**src/rtl/comm_vh_gen.sv**
```systemverilog
// comm_vh_gen - parametrised video-timing generator for N-pixel-per-clock streams.
//
// Walks a horizontal beat counter (hcnt) and a vertical line counter (vcnt)
// over the full frame raster (blanking + porches + active window). From the
// counter position it produces the active-window syncs, the pixel
// coordinates and the line/frame pulses. It runs FRM frames per start
// request, or runs forever when FRM == 0.
//
// Ports
//   clk          in   clock
//   rst          in   asynchronous reset, active-low
//   enable       in   master enable; low returns to IDLE and masks VSYNC/HSYNC at once
//   start        in   run request, sampled in IDLE/DONE
//   pause        in   freeze counters and outputs while high
//   VSYNC        out  vertical active window
//   HSYNC        out  horizontal active window (only inside VSYNC)
//   frame_start  out  1-cycle pulse on the first HSYNC beat of a frame
//   line_start   out  1-cycle pulse on the first HSYNC beat of each line
//   x_pos        out  pixel index of lane 0 on the current beat (0 outside HSYNC)
//   y_pos        out  active-line index (0 outside VSYNC)
//   frame_idx    out  frames completed in this run
//   busy         out  running
//   done         out  run finished (FRM frames produced)
//
// The sync/coordinate/pulse outputs are registered. Each one shows the
// counter value from the previous clock. On the clock that moves the FSM to
// DONE, the final active beat is still presented. Every later DONE cycle
// drives those outputs to 0.

module comm_vh_gen #(
    parameter int CW      = 13,
    parameter int FW      = 4,
    parameter int FRM     = 3,
    parameter int PPC     = 1,
    parameter int VBLK    = 100,
    parameter int V_BP    = 5,
    parameter int V_FP    = 5,
    parameter int V_WIDTH = 2048,
    parameter int HBLK    = 20,
    parameter int H_BP    = 0,
    parameter int H_FP    = 0,
    parameter int H_WIDTH = 2448
) (
    input  logic          clk,
    input  logic          rst,
    input  logic          enable,
    input  logic          start,
    input  logic          pause,
    output logic          VSYNC,
    output logic          HSYNC,
    output logic          frame_start,
    output logic          line_start,
    output logic [CW-1:0] x_pos,
    output logic [CW-1:0] y_pos,
    output logic [FW-1:0] frame_idx,
    output logic          busy,
    output logic          done
);

    localparam int H_TOT = (HBLK + H_BP + H_WIDTH + H_FP) / PPC;
    localparam int V_TOT = VBLK + V_BP + V_WIDTH + V_FP;
    localparam int T_MAX = (H_TOT > V_TOT) ? H_TOT : V_TOT;

    // Elaboration-time sanity checks on the geometry.
    if (PPC != 1 && PPC != 2 && PPC != 4) begin : g_bad_ppc
        $error("comm_vh_gen: PPC must be 1, 2 or 4");
    end
    if ((HBLK % PPC) != 0 || (H_BP % PPC) != 0 || (H_WIDTH % PPC) != 0 || (H_FP % PPC) != 0) begin : g_bad_hdiv
        $error("comm_vh_gen: horizontal timing not divisible by PPC");
    end
    if (longint'(T_MAX - 1) >= (longint'(1) << CW) || longint'(V_WIDTH - 1) >= (longint'(1) << CW)) begin : g_bad_cw
        $error("comm_vh_gen: CW too narrow for frame geometry");
    end

    localparam logic [CW-1:0] H_LAST  = CW'(H_TOT - 1);
    localparam logic [CW-1:0] V_LAST  = CW'(V_TOT - 1);
    localparam logic [CW-1:0] H_FIRST = CW'((HBLK + H_BP) / PPC);
    localparam logic [CW-1:0] H_END   = CW'((HBLK + H_BP + H_WIDTH) / PPC - 1);
    localparam logic [CW-1:0] V_FIRST = CW'(VBLK + V_BP);
    localparam logic [CW-1:0] V_END   = CW'(VBLK + V_BP + V_WIDTH - 1);
    localparam logic [CW-1:0] PPC_C   = CW'(PPC);
    localparam logic [FW-1:0] F_LAST  = FW'((FRM == 0) ? 0 : FRM - 1);
    localparam logic [FW-1:0] F_TOTAL = FW'(FRM);
    localparam bit            FREE    = (FRM == 0);

    typedef enum logic [1:0] {ST_IDLE, ST_RUN, ST_DONE} state_t;

    state_t        state;
    logic [CW-1:0] hcnt, vcnt;
    logic [FW-1:0] fcnt;
    logic          vs_q, hs_q;

    logic          v_act, h_act, h_wrap, v_wrap;
    logic [CW-1:0] h_off, x_nxt;

    assign v_act  = (vcnt >= V_FIRST) && (vcnt <= V_END);
    assign h_act  = v_act && (hcnt >= H_FIRST) && (hcnt <= H_END);
    assign h_wrap = (hcnt == H_LAST);
    assign v_wrap = (vcnt == V_LAST);
    assign h_off  = hcnt - H_FIRST;
    assign x_nxt  = h_off * PPC_C;

    // The enable mask is the only combinational path to an output. It
    // stops the syncs in the same cycle that enable falls.
    assign VSYNC = vs_q & enable;
    assign HSYNC = hs_q & enable;

    always_ff @(posedge clk or negedge rst) begin
        if (!rst) begin
            state       <= ST_IDLE;
            hcnt        <= '0;
            vcnt        <= '0;
            fcnt        <= '0;
            frame_idx   <= '0;
            vs_q        <= 1'b0;
            hs_q        <= 1'b0;
            frame_start <= 1'b0;
            line_start  <= 1'b0;
            x_pos       <= '0;
            y_pos       <= '0;
            busy        <= 1'b0;
            done        <= 1'b0;
        end else if (!enable) begin
            state       <= ST_IDLE;
            hcnt        <= '0;
            vcnt        <= '0;
            fcnt        <= '0;
            frame_idx   <= '0;
            vs_q        <= 1'b0;
            hs_q        <= 1'b0;
            frame_start <= 1'b0;
            line_start  <= 1'b0;
            x_pos       <= '0;
            y_pos       <= '0;
            busy        <= 1'b0;
            done        <= 1'b0;
        end else begin
            case (state)
                ST_IDLE, ST_DONE: begin
                    vs_q        <= 1'b0;
                    hs_q        <= 1'b0;
                    frame_start <= 1'b0;
                    line_start  <= 1'b0;
                    x_pos       <= '0;
                    y_pos       <= '0;
                    if (start) begin
                        // Counters are already 0 in both states. Only the frame
                        // count carries over from DONE, so clear it here.
                        state     <= ST_RUN;
                        busy      <= 1'b1;
                        done      <= 1'b0;
                        fcnt      <= '0;
                        frame_idx <= '0;
                    end
                end
                ST_RUN: begin
                    if (pause) begin
                        // Hold everything, but never repeat a pulse.
                        frame_start <= 1'b0;
                        line_start  <= 1'b0;
                    end else begin
                        vs_q        <= v_act;
                        hs_q        <= h_act;
                        line_start  <= h_act && (hcnt == H_FIRST);
                        frame_start <= h_act && (hcnt == H_FIRST) && (vcnt == V_FIRST);
                        x_pos       <= h_act ? x_nxt : '0;
                        y_pos       <= v_act ? (vcnt - V_FIRST) : '0;
                        if (!h_wrap) begin
                            hcnt <= hcnt + 1'b1;
                        end else begin
                            hcnt <= '0;
                            if (!v_wrap) begin
                                vcnt <= vcnt + 1'b1;
                            end else begin
                                vcnt <= '0;
                                if (!FREE && (fcnt == F_LAST)) begin
                                    state     <= ST_DONE;
                                    busy      <= 1'b0;
                                    done      <= 1'b1;
                                    fcnt      <= '0;
                                    frame_idx <= F_TOTAL;
                                end else begin
                                    fcnt      <= fcnt + 1'b1;
                                    frame_idx <= fcnt + 1'b1;
                                end
                            end
                        end
                    end
                end
                default: state <= ST_IDLE;
            endcase
        end
    end

endmodule

```
**config.mk**
```make
export PLATFORM = sky130hd
export DESIGN_NAME = comm_vh_gen
export DESIGN_NICKNAME = d
export VERILOG_FILES = /design/src/rtl/comm_vh_gen.sv
export SDC_FILE = /design/constraint.sdc
export NUM_CORES = 1
export LEC_CHECK = 0
export CORE_MARGIN = 4
export CORE_UTILIZATION = 25
export DETAILED_ROUTE_END_ITERATION = 10
export GPL_TIMING_DRIVEN = 0
export PLACE_DENSITY = 0.43
export SYNTH_ARGS = -nofsm -noshare
export SYNTH_HDL_FRONTEND = slang
export SYNTH_SLANG_ARGS = --single-unit
```
**constraint.sdc**
```tcl
create_clock -name clk -period 2.8 [get_ports clk]
set_input_delay 0.56 -clock clk [delete_from_list [all_inputs] [get_ports clk]]
set_output_delay 0.56 -clock clk [all_outputs]
set_load 0.01 [all_outputs]
```
[Yosys cells after proc, flatten, opt, wreduce, memory -nomap -nowiden]
Index checks and enable logic that the tools add are counted.
Cells by class
  mux-type cells: 63
  magnitude comparators: 4
  reductions and logical operators: 13
  bitwise gates (word level): 2
  eq/ne operators: 16
  $add $sub $neg: 5
Operators by type and width (count)
  $mux 13: 15
  $pmux 13 s2: 2
  $mux 4: 11
  $add 13x1->13 const B: 2
  $eq 13x12->1 const B: 2
  $le 13x12->1 const B: 2
  $mux 1: 20
  $pmux 4 s2: 2
  $ne 3x3->1 const B: 5
  $eq 13x5->1 const B: 1
  $eq 13x7->1 const B: 1
  $ge 13x5->1 const B: 1
  $ge 13x7->1 const B: 1
  $sub 13x5->13 const B: 1
  $sub 13x7->13 const B: 1
  $mux 2: 6
  $pmux 1 s2: 6
  $reduce_and 5->1: 2
  $reduce_and 6->1: 1
  $logic_and 1x1->1: 5
  $add 4x1->4 const B: 1
  $eq 4x2->1 const B: 1
  $ne 2x1->1 const B: 2
  $pmux 2 s2: 1
  9 further kinds: 11
Storage, ports and cells
  input port bits: 5
  register bits: 68
  logic and storage cells: 116

[Depth between registers and ports, before layout]
Gate-level depths: netlist of run 1.
  depth in word-level cells: 9
  gate-level depth with buffers: 9

[Least setup slack after synthesis of run 1]
OpenSTA, ideal clock, no wires.
  path kind: flip-flop to flip-flop
  start: reg vcnt[9]
  end: reg x_pos[11]
  arrival time: 2.193 ns
  period minus slack after synthesis: 2.315 ns
  stages on the path, launching flop included: 10
  path slack: 0.485 ns
  path through: dfrtp_1 -> buf_6 -> or4_4 -> buf_6 -> a2111oi_4 -> a221oi_2 -> and4_1 -> buf_6 -> buf_6 -> a32o_1
On the way
  word-level cells in the longest chain between the ends: 8
Ends and longest elaborated chain
  start, declared: line 89  | logic [CW-1:0] hcnt, vcnt;
  start signal, assigned: line 173  | vcnt <= vcnt + 1'b1;
  $ge 13x7->1 or $le 13x12->1 (tied branches): line 96  | assign v_act = (vcnt >= V_FIRST) && (vcnt <= V_END);
  $logic_and 1x1->1 (*): line 96
  $logic_and 1x1->1 (*) (2 in series): line 97  | assign h_act = v_act && (hcnt >= H_FIRST) && (hcnt <= H_END);
  $mux 13 (*): line 166  | x_pos <= h_act ? x_nxt : '0;
  $mux 13 (*): line 157  | if (pause) begin
  $pmux 13 s2 (*): line 138  | case (state)
  $mux 13 (*): line 123  | end else if (!enable) begin
  end signal, assigned: line 166
  end, declared: line 53  | output logic [CW-1:0] x_pos,
Every way passes the cells marked *; elsewhere a longest branch is shown, timed or not. The select of a mux whose other input is x is not followed.
A chain may end at the register's enable or synchronous reset.

[Worst setup path after layout of run 1]
  start: in enable
  end: out HSYNC
On the way
  word-level cells in the longest chain between the ends: 1
Ends and longest elaborated chain
  start, declared: line 46  | input logic enable,
  $and 1x1->1: line 106  | assign HSYNC = hs_q & enable;
  end, declared: line 50  | output logic HSYNC,
No other way between the ends.

==> results of run 1 <==
## per-layer routing
layer	vias to the layer above	GRT usage, %
met5	-	0
met4	0	4.77
met3	12	2.78
met2	46	18.9
met1	1499	18.0
li1	1521	-
## stage by stage
stage | total power, mW | hold WS [ns] | util (%) | cells
5_1_grt | 2.34 | 0.264 | 32.0 | 634
6_report | 2.24 | 0.234 | 32.0 | 634
4_1_cts | 2.28 | 0.240 | 32.0 | 634
2_1_floorplan | 1.10 | 0.264 | - | 394
3_3_place_gp | 1.17 | 0.458 | 29.8 | 617
3_5_place_dp | 1.18 | 0.465 | 30.0 | 618
## Yosys cell counts, types with 4 or more instances
| cell | count | share of area [%] |
|---|---|---|
| a32o_1 | 11 | 3.0 |
| or3_1 | 4 | 0.67 |
| and2_1 | 4 | 0.67 |
| xor2_1 | 17 | 4.0 |
| xnor2_1 | 11 | 2.6 |
| o31ai_1 | 5 | 1.0 |
| nand2_1 | 36 | 3.6 |
| o21ai_0 | 43 | 5.8 |
| nand4_1 | 11 | 1.8 |
| inv_1 | 10 | 1.0 |
| buf_2 | 6 | 0.81 |
| buf_6 | 4 | 1.2 |
| nor3_1 | 6 | 0.81 |
| nand3_1 | 14 | 1.9 |
| and3_1 | 6 | 1.0 |
| or4_1 | 4 | 0.81 |
| clkbuf_1 | 21 | 2.1 |
| nor2b_1 | 5 | 0.84 |
| dfrtp_1 | 66 | 44 |
| ha_1 | 9 | 3.0 |
| a21o_1 | 4 | 0.81 |
| nand2b_1 | 5 | 0.84 |
| nor4_1 | 7 | 1.2 |
| nor2_1 | 29 | 2.9 |
| a21oi_1 | 8 | 1.1 |
## cell families after synthesis
group | count (synthesis) | share of synthesized area, %
compound gates | 97 | 18.6
mux | 3 | 0.873
flops | 66 | 44.3
xor+xnor | 28 | 6.58
simple gates | 146 | 20.8
fa+ha+maj | 9 | 3.02
buf+inv | 45 | 5.84
## power by group through the flow
stage,registers (mW),clock network [mW],logic [mW]
after floorplan,1.00,0,0.0982
after global placement,1.00,0,0.170
after detailed placement,1.00,0,0.176
after CTS,0.983,1.12,0.176
after global routing,0.985,1.16,0.195
final,0.983,1.09,0.172
## sequential cells by signal, indices dropped and copies added (netlist names)
signal and flops:
hcnt 13, frame_idx 4, x_pos 13, busy 1, y_pos 13, fcnt 2, vs_q 1, frame_start 1
line_start 1, done 1, hs_q 1, state 2, vcnt 13
## layout make-up
type                       count  area [um2]  share of cell area (%)
inverter                      10        37.5                   0.804
tap                          184         230                    4.93
buffer                        35         183                    3.91
clock buffer                  14         274                    5.87
multi-input combinational    283        1870                    40.0
timing repair buffer          40         415                    8.90
sequential                    66        1650                    35.4
clock inverter                 2        10.0                   0.214
## worst min path at each step
stage                     start        to  cells after the start
after floorplan             rst      busy                      0
after global placement     vs_q      vs_q                      2
after detailed placement   vs_q      vs_q                      2
after CTS                   rst  y_pos[9]                      2
after global routing        rst  y_pos[6]                      2
final                       rst  y_pos[8]                      2
==> results by group, run 1 <==
Route
  • Routed length on met2: 4480 um
  • Vias per std cell: 4.85
  • Detailed Route Iter0 Violations: 210
  • Routed WL: 10100 um
  • Pre-antenna DRT Iters: 4
  • ANT nets after route: 0
  • Met3 wire len: 331 um
  • M1 wire length: roughly 5200 um
  • Top Layer Used: met4
  • Routed vias: about 3100
  • WL per Instance: 16.0 um
  • # DRC: 0

Timing
  • Setup violators final: 0
  • Actual slew at the worst max-slew pin: 0.633 ns
  • RSZ-0062 raised after global routing: false
  • Minimum clock period: 2.70 ns
  • Clock skew: 0.00586 ns
  • Max-slew violations: 0
  • Setup TNS: 0 ns
  • Final period util: 96.3%
  • Final WS setup: 0.105 ns
  • Final hold vios: 0
  • Max-slew headroom: a little under three fifths
  • Max Fclk: 371 MHz

Placement
  • HPWL Detailed: 7270 um
  • Gp weighted congestion: 0.781
  • Pre-CTS WS: -0.200 ns
  • I/O Buffers: 39
  • Cell area after placement: between 0.004 and 0.005 mm2

Clock tree
  • Clk pin slew, worst setup/hold paths: roughly 0.050 ns
  • CTS Root Cell: clkbuf_16
  • CTS Hold Bufs: 0
  • TritonCTS clock tree: yes
  • Clk_lat worst skew: 0.34 ns
  • Maximum root-to-sink buffer count: 2
  • TritonCTS sink count: 66
  • Total CTS buffers: 9
  • H-tree levels: 3
  • CTS resizes: 1
  • Post-CTS Setup Bufs: 0

Power and ir drop
  • Clock share of power: 48.5%
  • Seq pwr share: 43.8%
  • Switching Share: 24.2%
  • VDD IR max: 0.268 mV
  • Pleak: 2.01 nW
  • Logic pwr share: 7.7%
  • Switch Pwr: 543 uW
  • Pwr dens: 480 mW/mm2
  • Pint: 1.70 mW

Worst setup path
  • Crit path capture: HSYNC
  • Critical path capture point type: primary output
  • Most used cell along the critical path: clkbuf_1
  • Req. time, crit path: 2.24 ns
  • Slowest cell delay on critical path: 0.56 ns
  • Reg2reg end: vcnt[3]
  • Crit path launch type: primary input
  • Bufs and invs on worst path: 3
  • Crit path kind: primary input to primary output
  • Worst-path cell chain: clkbuf_1 -> clkbuf_1 -> and2_1 -> clkdlybuf4s50_1
  • Crit-path leading delay family: buffers and inverters
  • Worst r2r src: hcnt[2]
  • Critical path arrival: 2.14 ns
  • Critical path launch point: enable
  • Internal reg-to-reg setup slack: 0.19 ns
  • Crit path max fanout: 10
  • Worst path slowest cell: clkdlybuf4s50_1
  • Reg2Reg Depth: 8
  • Critical path depth: 4

Synth
  • Mapped Cells: between 300 and 400
  • Synthesized area: 0.00373 mm2
  • Syn nets: 408
  • Netlist cell types: 57
  • EDFF count, synth: 0
  • Most common flop cell mapped by yosys: dfrtp_1
  • Post-Syn Area per Cell: 9.46 um2
  • Sequential area share after synthesis: ~44%
  • Synth Warn #: 0
  • Synthesis-stage register bit count: 66
  • Post-synth ARST share: 100%

Global routing
  • GR Util All Layers: 12.7%
  • Largest net degree at the start of global routing: 67
  • First-pass GRT wire length: ~17000 um
  • Initial antenna violation count: 0
  • Congestion Overflow GR: 0
  • Vias in the first global route: 3059

Floorplanning
  • Die H: 130 um
  • Num rows: 44
  • IO Pins: between 40 and 50
  • Die area: 0.0169 mm2
  • Initial Util: 25.5%
  • Core area: 0.0146 mm2
  • Width of the die: between 100 and 150 um

Finish
  • Most frequent cells in the layout: 66 x dfrtp_1, 43 x o21ai_0, 38 x clkdlybuf4s50_1
  • Layout filler cell count: 1502
  • Share of layout cells above drive strength 1: 9.78%
  • Number of diodes: 0
  • Design Area, Final: ~0.0047 mm2
  • Layout Nets: 459
  • Most common cell after layout, fill and taps aside: dfrtp_1
  • Area growth from synthesis to layout: 25.3%

Job
  • Max Cap Viol: 0

Status
  • Outcome: completed

Worst hold path
  • HP Class: primary input to async pin
Power figures use the tool's default switching activity.
==> run 2, diff against run 1 <==
Settings changed: HOLD_SLACK_MARGIN set to 0.12, PLACE_DENSITY 0.43 to 0.44.
Clock period 2.8 ns to 2.18 ns, I/O delays scaled along.
==> run 2 against run 1 <==
Against the previous run:
- the run now ends with negative setup slack left
- final cell count rose by 6.6%
- clock-buffer cell count did not move
- combinational power increased by 56%
- sequential share of layout area is 4.2 points lower
- utilization increased by 4.6 points
- die area is the same
- via count increased by 6.4%
- worst setup slack lost 0.19 ns
- total power is 30% higher
- register-to-register slack got worse by 0.28 ns
- critical endpoint is now x_pos[8]
==> results by group, run 2 (synthesized netlist as in run 1, its figures left out) <==
Placement
  • Cell area after placement: 0.00438 mm2 (+0.26%)
  • I/O Buffers: 39 (unchanged)
  • HPWL Detailed: 7230 um (-0.60%)
  • Gp weighted congestion: 0.854 (+9.4%)

Status
  • Outcome: complete, but fails checks
  • Failing checks: negative setup slack

Timing
  • Final hold vios: 0 (unchanged)
  • Max Fclk: 441 MHz
  • Max-slew violations: 0 (unchanged)
  • RSZ-0062 raised after global routing: true
  • Actual slew at the worst max-slew pin: 0.604 ns (-0.0296 ns)
  • Minimum clock period: 2.27 ns
  • Final period util: 104%
  • Final WS setup: -0.0901 ns (-0.195 ns)
  • Setup violators final: 19 (+19)
  • Clock skew: 0.00593 ns (+0.0000666 ns)
  • Max-slew headroom: 59.7% (+2.4 points)
  • Setup TNS: -0.898 ns (-0.898 ns)

Worst setup path
  • Crit path kind: flip-flop to flip-flop
  • Reg2Reg Depth: 7 (-1)
  • Critical path arrival: 2.54 ns (+0.40 ns)
  • Reg2reg end: x_pos[8]
  • Critical path capture point type: flip-flop
  • Req. time, crit path: 2.45 ns (+0.21 ns)
  • Internal reg-to-reg setup slack: -0.09 ns (-0.28 ns)
  • Crit path max fanout: 6 (-4)
  • Worst r2r src: vcnt[10]
  • Crit path launch type: flip-flop

Global routing
  • Vias in the first global route: 3405 (+11%)
  • First-pass GRT wire length: 18000 um (+8.3%)
  • GR Util All Layers: 13.8% (+1.1 points)
  • Congestion Overflow GR: 0 (unchanged)
  • Largest net degree at the start of global routing: 67 (unchanged)
  • Initial antenna violation count: 0 (unchanged)

Route
  • Vias per std cell: 4.84 (-0.21%)
  • Detailed Route Iter0 Violations: 154 (-27%)
  • ANT nets after route: 0 (unchanged)
  • # DRC: 0 (unchanged)
  • WL per Instance: 16.3 um (+1.8%)
  • Pre-antenna DRT Iters: 4 (unchanged)
  • Routed vias: 3275 (+6.4%)
  • Routed WL: 11000 um (+8.5%)

Floorplanning
  • IO Pins: 41 (unchanged)
  • Num rows: 44 (unchanged)
  • Initial Util: 25.5% (unchanged)
  • Core area: 0.0146 mm2 (unchanged)
  • Die H: 130 um (unchanged)
  • Die area: 0.0169 mm2 (unchanged)
  • Width of the die: 130 um (unchanged)

Finish
  • Layout filler cell count: 1449 (-3.5%)
  • Share of layout cells above drive strength 1: 29.5% (+20 points)
  • Most common cell after layout, fill and taps aside: dfrtp_1
  • Area growth from synthesis to layout: 43.2%
  • Most frequent cells in the layout: 57 x dfrtp_1, 46 x buf_4, 37 x clkdlybuf4s50_1
  • Layout Nets: 501 (+9.2%)
  • Number of diodes: 0 (unchanged)
  • Design Area, Final: 0.00534 mm2 (+14%)

Clock tree
  • H-tree levels: 3 (unchanged)
  • Total CTS buffers: 9 (unchanged)
  • TritonCTS sink count: 66 (unchanged)
  • Clk_lat worst skew: 0.34 ns (about the same)
  • Clk pin slew, worst setup/hold paths: 0.05 ns (about the same)
  • CTS Root Cell: clkbuf_16
  • TritonCTS clock tree: yes
  • Maximum root-to-sink buffer count: 2 (unchanged)

Power and ir drop
  • VDD IR max: 0.352 mV (+31%)
  • Pleak: 2.33 nW (+16%)
  • Pwr dens: 546 mW/mm2 (+14%)

Worst hold path
  • Hold endpoint: vs_q
  • HP Class: flip-flop to flip-flop
  • Hold Path Origin: vs_q
  • Hold path depth: 2

Job
  • Max Cap Viol: 0 (unchanged)
==> run 2: layout make-up <==
type,count,area [um2],share of cell area [%]
Buffer,26,189,3.54
Clock inverter,2,10.0,0.187
Timing Repair Buffer,91,853,16.0
Sequential cell,66,1660,31.1
Tap cell,184,230,4.31
Clock buffer,14,274,5.13
Multi-Input combinational cell,283,2080,39.0
Inverter,10,37.5,0.703
==> run 2: how the worst max path moves through the flow <==
stage,startpoint,to
after floorplan,vcnt[7],x_pos[11]
after global placement,rst,vcnt[0]
after detailed placement,pause,hcnt[9]
after CTS,vcnt[9],x_pos[11]
after global routing,vcnt[10],x_pos[6]
final,vcnt[10],x_pos[8]
==> run 2: critical path: stages (launching register included) <==
cell      delay (ns)
dfrtp_1         0.39
or4_4           0.62
a21o_1          0.22
a221oi_4        0.30
and4_1          0.24
buf_6           0.15
buf_8           0.12
a32o_1          0.16
==> run 2: timing repair <==
action	4_1_cts	5_1_grt
endpoints found under the setup margin	64	55
pin swaps	31	18
gates resized for setup	86	41
hold buffers	1	0
cloned	3	0
setup buffers	32	17
endpoints found under the hold margin	35	0
==> run 2: routing by layer <==
| layer | part of all wire [%] | GRT usage [%] |
|---|---|---|
| met1 | 46 | 18.0 |
| met2 | 49 | 22.3 |
| met3 | 4.4 | 4.13 |
| met4 | 0.28 | 3.61 |
| met5 | 0 | 0 |
==> run 2: metrics by stage <==
| stage | cells | total power [mW] | worst slack, ns | hold slack [ns] | utilization, % |
|---|---|---|---|---|---|
| CTS | 662 | 2.94 | -0.125 | 0.478 | 35.1 |
| floorplan | 394 | 1.41 | -0.0300 | 0.140 | - |
| detailed placement | 618 | 1.51 | -0.693 | 0.467 | 30.1 |
| global placement | 617 | 1.50 | -2.05 | 0.458 | 29.9 |
| finish | 676 | 2.92 | -0.0901 | 0.475 | 36.6 |
| global route | 676 | 3.06 | -0.156 | 0.507 | 36.6 |
==> run 2: report_power, final <==
part | internal [mW] | leakage, nW | switching [mW]
sequential | 1.25 | 0.902 | 0.0179
clock | 0.859 | 0.143 | 0.525
combinational | 0.110 | 1.28 | 0.158
==> run 3, diff against run 2 <==
Settings changed: CAP_MARGIN set to 20.
==> results of run 3 <==
Same layout as run 2: the final DEF is identical, and so are final timing and power.
